### src/rtl/lc2k_pkg.sv
// ============================================================================
// Module  : lc2k_pkg
// Brief   : Shared widths, writeback-select encodings and writeback entry type.
// Revision: 1.0
// ============================================================================
`default_nettype none

package lc2k_pkg;

    localparam int NUM_REGS  = 8;
    localparam int REG_IDX_W = 3;
    localparam int DATA_W    = 32;

    typedef enum logic [1:0] {
        WB_ALU  = 2'd0,
        WB_MEM  = 2'd1,
        WB_PC1  = 2'd2,
        WB_RSVD = 2'd3
    } wb_sel_e;

    typedef struct packed {
        logic                 valid;
        logic [REG_IDX_W-1:0] dest;
        logic [DATA_W-1:0]    data;
    } wb_entry_t;

endpackage

`default_nettype wire

### src/rtl/lc2k_regfile_wb_if.sv
// ============================================================================
// Module  : lc2k_regfile_wb_if
// Brief   : Control, write-data and read-port bundle of the register file.
// Revision: 1.0
// ============================================================================
`default_nettype none

interface lc2k_regfile_wb_if;
    import lc2k_pkg::*;

    logic                 CONTROL_regWrite;
    logic [1:0]           CONTROL_wbSel;
    logic                 CONTROL_stall;
    logic [REG_IDX_W-1:0] destReg;
    logic [DATA_W-1:0]    aluResult;
    logic [DATA_W-1:0]    memData;
    logic [DATA_W-1:0]    pcPlusOne;
    logic [REG_IDX_W-1:0] regA;
    logic [REG_IDX_W-1:0] regB;
    logic [DATA_W-1:0]    regAvalue;
    logic [DATA_W-1:0]    regBvalue;
    logic                 wbPending;
    logic [DATA_W-1:0]    commitCount;

    modport master (
        output CONTROL_regWrite, CONTROL_wbSel, CONTROL_stall, destReg,
        output aluResult, memData, pcPlusOne, regA, regB,
        input  regAvalue, regBvalue, wbPending, commitCount
    );

    modport slave (
        input  CONTROL_regWrite, CONTROL_wbSel, CONTROL_stall, destReg,
        input  aluResult, memData, pcPlusOne, regA, regB,
        output regAvalue, regBvalue, wbPending, commitCount
    );

endinterface

`default_nettype wire

### src/rtl/lc2k_wb_data_mux.sv
// ============================================================================
// Module  : lc2k_wb_data_mux
// Brief   : Selects the writeback data source; the reserved code yields zero.
// Revision: 1.0
// ============================================================================
`default_nettype none

module lc2k_wb_data_mux
    import lc2k_pkg::*;
(
    input  wire logic [1:0]        i_wb_sel,
    input  wire logic [DATA_W-1:0] i_alu_result,
    input  wire logic [DATA_W-1:0] i_mem_data,
    input  wire logic [DATA_W-1:0] i_pc_plus_one,
    output logic      [DATA_W-1:0] o_wb_data
);

    always_comb begin
        o_wb_data = '0;
        unique case (wb_sel_e'(i_wb_sel))
            WB_ALU:  o_wb_data = i_alu_result;
            WB_MEM:  o_wb_data = i_mem_data;
            WB_PC1:  o_wb_data = i_pc_plus_one;
            default: o_wb_data = '0;
        endcase
    end

endmodule

`default_nettype wire

### src/rtl/lc2k_regfile_wb.sv
// ============================================================================
// Module  : lc2k_regfile_wb
// Brief   : 8x32 register file with a one-entry writeback stage, read bypass
//           and a committed-write counter.
// Revision: 1.0
// ============================================================================
`default_nettype none

module lc2k_regfile_wb
    import lc2k_pkg::*;
(
    input  wire logic          clk,
    input  wire logic          reset,
    lc2k_regfile_wb_if.slave   bus
);

    logic [DATA_W-1:0] w_wb_data;

    wb_entry_t         wb_q, wb_d;
    logic [DATA_W-1:0] rf_q [NUM_REGS];
    logic [DATA_W-1:0] rf_d [NUM_REGS];
    logic [DATA_W-1:0] commit_count_q, commit_count_d;

    lc2k_wb_data_mux u_wb_data_mux (
        .i_wb_sel      (bus.CONTROL_wbSel),
        .i_alu_result  (bus.aluResult),
        .i_mem_data    (bus.memData),
        .i_pc_plus_one (bus.pcPlusOne),
        .o_wb_data     (w_wb_data)
    );

    // Capture and commit share one edge; a stall freezes the whole stage.
    always_comb begin
        wb_d           = wb_q;
        rf_d           = rf_q;
        commit_count_d = commit_count_q;
        if (!bus.CONTROL_stall) begin
            wb_d.valid = bus.CONTROL_regWrite;
            wb_d.dest  = bus.destReg;
            wb_d.data  = w_wb_data;
            if (wb_q.valid && (wb_q.dest != '0)) begin
                rf_d[wb_q.dest] = wb_q.data;
                commit_count_d  = commit_count_q + 1'b1;
            end
        end
    end

    always_ff @(posedge clk or posedge reset) begin
        if (reset) begin
            wb_q           <= '0;
            commit_count_q <= '0;
            for (int i = 0; i < NUM_REGS; i++) begin
                rf_q[i] <= '0;
            end
        end else begin
            wb_q           <= wb_d;
            commit_count_q <= commit_count_d;
            for (int i = 0; i < NUM_REGS; i++) begin
                rf_q[i] <= rf_d[i];
            end
        end
    end

    // Pending entry shadows the array so a consumer sees the youngest value.
    always_comb begin
        bus.regAvalue = rf_q[bus.regA];
        if (bus.regA == '0) begin
            bus.regAvalue = '0;
        end else if (wb_q.valid && (wb_q.dest == bus.regA)) begin
            bus.regAvalue = wb_q.data;
        end
    end

    always_comb begin
        bus.regBvalue = rf_q[bus.regB];
        if (bus.regB == '0) begin
            bus.regBvalue = '0;
        end else if (wb_q.valid && (wb_q.dest == bus.regB)) begin
            bus.regBvalue = wb_q.data;
        end
    end

    assign bus.wbPending   = wb_q.valid;
    assign bus.commitCount = commit_count_q;

endmodule

`default_nettype wire

### src/flat_wrapper.sv
// flat-port wrapper written by rule: the top's interface ports become plain ports
module lc2k_regfile_wb_flat import lc2k_pkg::*;
  (clk, reset, bus_CONTROL_regWrite, bus_CONTROL_wbSel, bus_CONTROL_stall, bus_destReg, bus_aluResult, bus_memData, bus_pcPlusOne, bus_regA, bus_regB, bus_regAvalue, bus_regBvalue, bus_wbPending, bus_commitCount);
  lc2k_regfile_wb_if bus_i ();
  input  wire logic clk;
  input  wire logic reset;
  input wire logic [$bits(bus_i.CONTROL_regWrite)-1:0] bus_CONTROL_regWrite;
  input wire logic [$bits(bus_i.CONTROL_wbSel)-1:0] bus_CONTROL_wbSel;
  input wire logic [$bits(bus_i.CONTROL_stall)-1:0] bus_CONTROL_stall;
  input wire logic [$bits(bus_i.destReg)-1:0] bus_destReg;
  input wire logic [$bits(bus_i.aluResult)-1:0] bus_aluResult;
  input wire logic [$bits(bus_i.memData)-1:0] bus_memData;
  input wire logic [$bits(bus_i.pcPlusOne)-1:0] bus_pcPlusOne;
  input wire logic [$bits(bus_i.regA)-1:0] bus_regA;
  input wire logic [$bits(bus_i.regB)-1:0] bus_regB;
  output wire logic [$bits(bus_i.regAvalue)-1:0] bus_regAvalue;
  output wire logic [$bits(bus_i.regBvalue)-1:0] bus_regBvalue;
  output wire logic [$bits(bus_i.wbPending)-1:0] bus_wbPending;
  output wire logic [$bits(bus_i.commitCount)-1:0] bus_commitCount;
  assign bus_i.CONTROL_regWrite = bus_CONTROL_regWrite;
  assign bus_i.CONTROL_wbSel = bus_CONTROL_wbSel;
  assign bus_i.CONTROL_stall = bus_CONTROL_stall;
  assign bus_i.destReg = bus_destReg;
  assign bus_i.aluResult = bus_aluResult;
  assign bus_i.memData = bus_memData;
  assign bus_i.pcPlusOne = bus_pcPlusOne;
  assign bus_i.regA = bus_regA;
  assign bus_i.regB = bus_regB;
  assign bus_regAvalue = bus_i.regAvalue;
  assign bus_regBvalue = bus_i.regBvalue;
  assign bus_wbPending = bus_i.wbPending;
  assign bus_commitCount = bus_i.commitCount;
  lc2k_regfile_wb u_core (.clk(clk), .reset(reset), .bus(bus_i));
endmodule
### config.mk
export PLATFORM = sky130hd
export DESIGN_NAME = lc2k_regfile_wb_flat
export DESIGN_NICKNAME = d
export VERILOG_FILES = /design/src/rtl/lc2k_pkg.sv /design/src/rtl/lc2k_regfile_wb_if.sv /design/src/rtl/lc2k_wb_data_mux.sv /design/src/rtl/lc2k_regfile_wb.sv /design/src/flat_wrapper.sv
export SDC_FILE = /design/constraint.sdc
export NUM_CORES = 1
export LEC_CHECK = 0
export CAP_MARGIN = 25
export CORE_ASPECT_RATIO = 0.5
export CORE_MARGIN = 1
export CORE_UTILIZATION = 60
export DETAILED_ROUTE_END_ITERATION = 7
export HOLD_SLACK_MARGIN = 0.05
export PLACE_DENSITY_LB_ADDON = 0.1
export SETUP_SLACK_MARGIN = 0.5
export SYNTH_ARGS = -nofsm -noshare
export SYNTH_HDL_FRONTEND = slang
export SYNTH_SLANG_ARGS = --single-unit
### constraint.sdc
create_clock -name clk -period 24.7 [get_ports clk]
set_input_delay 3.705 -clock clk [delete_from_list [all_inputs] [get_ports clk]]
set_output_delay 3.705 -clock clk [all_outputs]
set_load 0.005 [all_outputs]
==> flow_summary_export.csv <==
group,metric,value,unit
floorplan,chipWidth,229,µm
synthesis,synthTopCellsByArea,"dfrtp_1 (47%), mux2_2 (9.7%), mux2i_1 (6.2%), o21ai_0 (5.1%), o22ai_1 (4.9%)",
min_path,min_path_type,"reg -> reg",
worst_setup_path,rrSetupSlack,21560,ps
final_layout,layout_commonest_cell,"dfrtp_1",
final_layout,n_antenna_cell,0,
worst_setup_path,required,21000,ps
power,power_density,89.1,nW/µm²
sta,rsz0062_at_grt,"false",
cts,numCtsBuffers,26,
sta,timing.final.setup_violations,0,
placed_design,gp_congestion,0.883,
synthesis,synth_top_cell_area_share,47.3,%
cts,clkSinkCount,292,
worst_setup_path,reg2reg_depth,5,
power,p_leak,7.86,nW
floorplan,core,25200,µm²
power,vdd_drop_max,60.5,µV
cts,cts_hold_buf,0,
cts,cts_tree,"built",
cts,root_buffer,"clkbuf_16",
sta,tns,0,ps
worst_setup_path,path_class,"in -> out",
drt,firstDrtPassIters,8,
global_routing,grt-ovfl-total,0,
cts,path_clk_slew,60,ps
status,outcome,"finished clean",
global_routing,grt_pass1_wl,75600,µm
sta,max_freq,0.0908,GHz
cts,clock_latency,550,ps
placed_design,port-buffer-count,207,
floorplan,die_h,115,µm
synthesis,postSynth.asyncResetShare,100,%
global_routing,antenna_found_initial,0,
sta,worstMarginPinSlew,1140,ps
sta,finalHoldViolCount,0,
drt,vias,14000,
global_routing,track_usage,36.8,%
worst_setup_path,r2r_start,"u_core.bus.wbPending$_DFFE_PP0N_",
synthesis,mappedNetlistNets,1724,
worst_setup_path,crit_path_start,"bus_regA[0]",
sta,fin_ws,13690,ps
sta,clock_skew,14.0,ps
sta,period_minus_slack,11010,ps
sta,slew-limit-headroom,23.9,%
cts,h-tree-depth,1,
cts,postCtsSetupBuffers,0,
cts,ctsResizeCount,0,
synthesis,netlist_instances,1612,
drt,drt_iter0_drc,1575,
synthesis,syn_avg_cell_area,9.59,µm²
worst_setup_path,worstSetupEndpointType,"output pin",
placed_design,dpl_cell_area,17600,µm²
power,total_power,1.66,mW
synthesis,synth_cell_type_count,44,
floorplan,row_count,41,
drt,antenna_left,0,
final_layout,fin_area,18600,µm²
synthesis,synth-edff-count,0,
final_layout,drive_gt1_share,13.6,%
sta,slew_viol_final,0,
sta,min_period_over_period,44.6,%
final_layout,fin_nets,1855,
final_layout,fillers,1786,
synthesis,ys_seq_elements,292,
synthesis,yosys_most_used_dff,"dfrtp_1",
worst_setup_path,startpoint_type,"primary input",
placed_design,place_ws,13840,ps
final_layout,layout_common_cells,"dfrtp_1 (292), clkdlybuf4s50_1 (199), nand2_1 (175)",
cts,clockBufferDepth,3,
worst_setup_path,arrival,7300,ps
drt,avgRoutedWirePerCell,23.2,µm
drt,drc,0,
global_routing,grt_pass1_vias,13900,
synthesis,yosys_warnings,0,
placed_design,hpwl,30200,µm
drt,viasPerCell,6.65,
floorplan,start_util,61.2,%
floorplan,dieArea,26400,µm²
global_routing,grt_max_degree,130,
final_layout,utilization,73.7,%
synthesis,syn_area,15500,µm²
worst_setup_path,r2r_end,"u_core.rf_q[55]$_DFFE_PP0P_",
synthesis,netlist.top_cell.by_area,"dfrtp_1",
run,maxCapViolCount,0,
synthesis,ys_seq_area_share,47.3,%
drt,wirelength,48900,µm
final_layout,syn_to_final_growth,20.4,%
worst_setup_path,crit_fanout,71,
floorplan,ioPinCount,208,
worst_setup_path,cp-endpoint,"bus_regAvalue[2]",
[Yosys cell counts (2+ instances only)]
library cell	n
a211oi_1	32
a21oi_1	100
a22o_1	6
and3_1	2
and4_1	3
buf_1	9
buf_2	37
buf_4	6
buf_6	3
clkbuf_1	80
dfrtp_1	292
inv_1	34
mux2_2	133
mux2i_1	96
nand2_1	177
nand2b_1	6
nand3_1	12
nand3b_1	2
nand4_1	7
nor2_1	104
nor3_1	64
nor3_2	2
nor3b_2	2
o21ai_0	156
o21ai_1	4
o22a_1	9
o22ai_1	122
o31ai_1	58
or2_2	4
or3_1	3
xnor2_1	29
xor2_1	6
[flip-flops by register name, indices dropped and copies added (netlist names)]
| signal | count |
|---|---|
| u_core.wb_q | 35 |
| u_core.rf_q | 224 |
| u_core.bus.wbPending | 1 |
| u_core.bus.commitCount | 32 |
[cell type report]
type                    count  area (µm²)  share of cell area, %
well taps                 344         430                   2.31
clock buffers              39         781                   4.20
clock inverters             7         110                  0.592
flip-flops and latches    292        7310                   39.3
inverters                  34         135                  0.726
multi-input cells        1151        7510                   40.4
repair buffers            238        2330                   12.5
[routing by layer]
| metal | wire, µm | track usage [%] | up-vias |
|---|---|---|---|
| met5 | 0 | 0 | - |
| met4 | 1650 | 15.3 | 0 |
| met3 | 5560 | 9.13 | 151 |
| met2 | 22200 | 59.0 | 956 |
| met1 | 19500 | 48.7 | 6814 |
| li1 | - | - | 6068 |
[kinds of logic (layout without fill, tap and decap cells)]
group | count (synthesis) | in the layout | share of synthesized area, %
XOR/XNOR | 35 | 35 | 1.98
buffers and inverters | 169 | 318 | 4.70
AND/OR/NAND/NOR | 399 | 399 | 11.5
multiplexers | 229 | 229 | 15.9
AO/OA/AOI/OAI | 487 | 487 | 18.6
flip-flops | 292 | 292 | 47.3
adder cells (fa/ha/maj) | 1 | 1 | 0.0809
[critical path, stage by stage]
cell and delay (ps):
buf_2 70, buf_4 740, or2_2 880, nand2b_1 220, a21oi_4 490, buf_4 410
nand2_1 100, o31ai_1 90, clkdlybuf4s50_1 560
[stage by stage]
stage               instances  hold WS [ps]
floorplan                1612           468
global placement         2055           462
detailed placement       2055           470
CTS                      2101           482
global route             2105           504
finish                   2105           474
[how the worst min path moves through the flow]
stage | from | end | slack [ps] | cells past startpoint
3_3_place_gp | u_core.bus.commitCount[31]$_DFFE_PP0P_ | u_core.bus.commitCount[31]$_DFFE_PP0P_ | 460 | 1
6_report | u_core.bus.commitCount[31]$_DFFE_PP0P_ | u_core.bus.commitCount[31]$_DFFE_PP0P_ | 470 | 1
3_5_place_dp | u_core.bus.commitCount[31]$_DFFE_PP0P_ | u_core.bus.commitCount[31]$_DFFE_PP0P_ | 470 | 1
4_1_cts | u_core.bus.commitCount[31]$_DFFE_PP0P_ | u_core.bus.commitCount[31]$_DFFE_PP0P_ | 480 | 1
5_1_grt | u_core.bus.commitCount[31]$_DFFE_PP0P_ | u_core.bus.commitCount[31]$_DFFE_PP0P_ | 500 | 1
2_1_floorplan | u_core.bus.commitCount[31]$_DFFE_PP0P_ | u_core.bus.commitCount[31]$_DFFE_PP0P_ | 470 | 1
[where the power goes]
| group | switching (mW) | total (mW) | internal (mW) |
|---|---|---|---|
| Clock | 0.178 | 0.427 | 0.249 |
| Sequential | 0.144 | 0.783 | 0.639 |
| Combinational | 0.207 | 0.448 | 0.242 |
| Total | 0.529 | 1.66 | 1.13 |
Power figures use the tool's default switching activity.
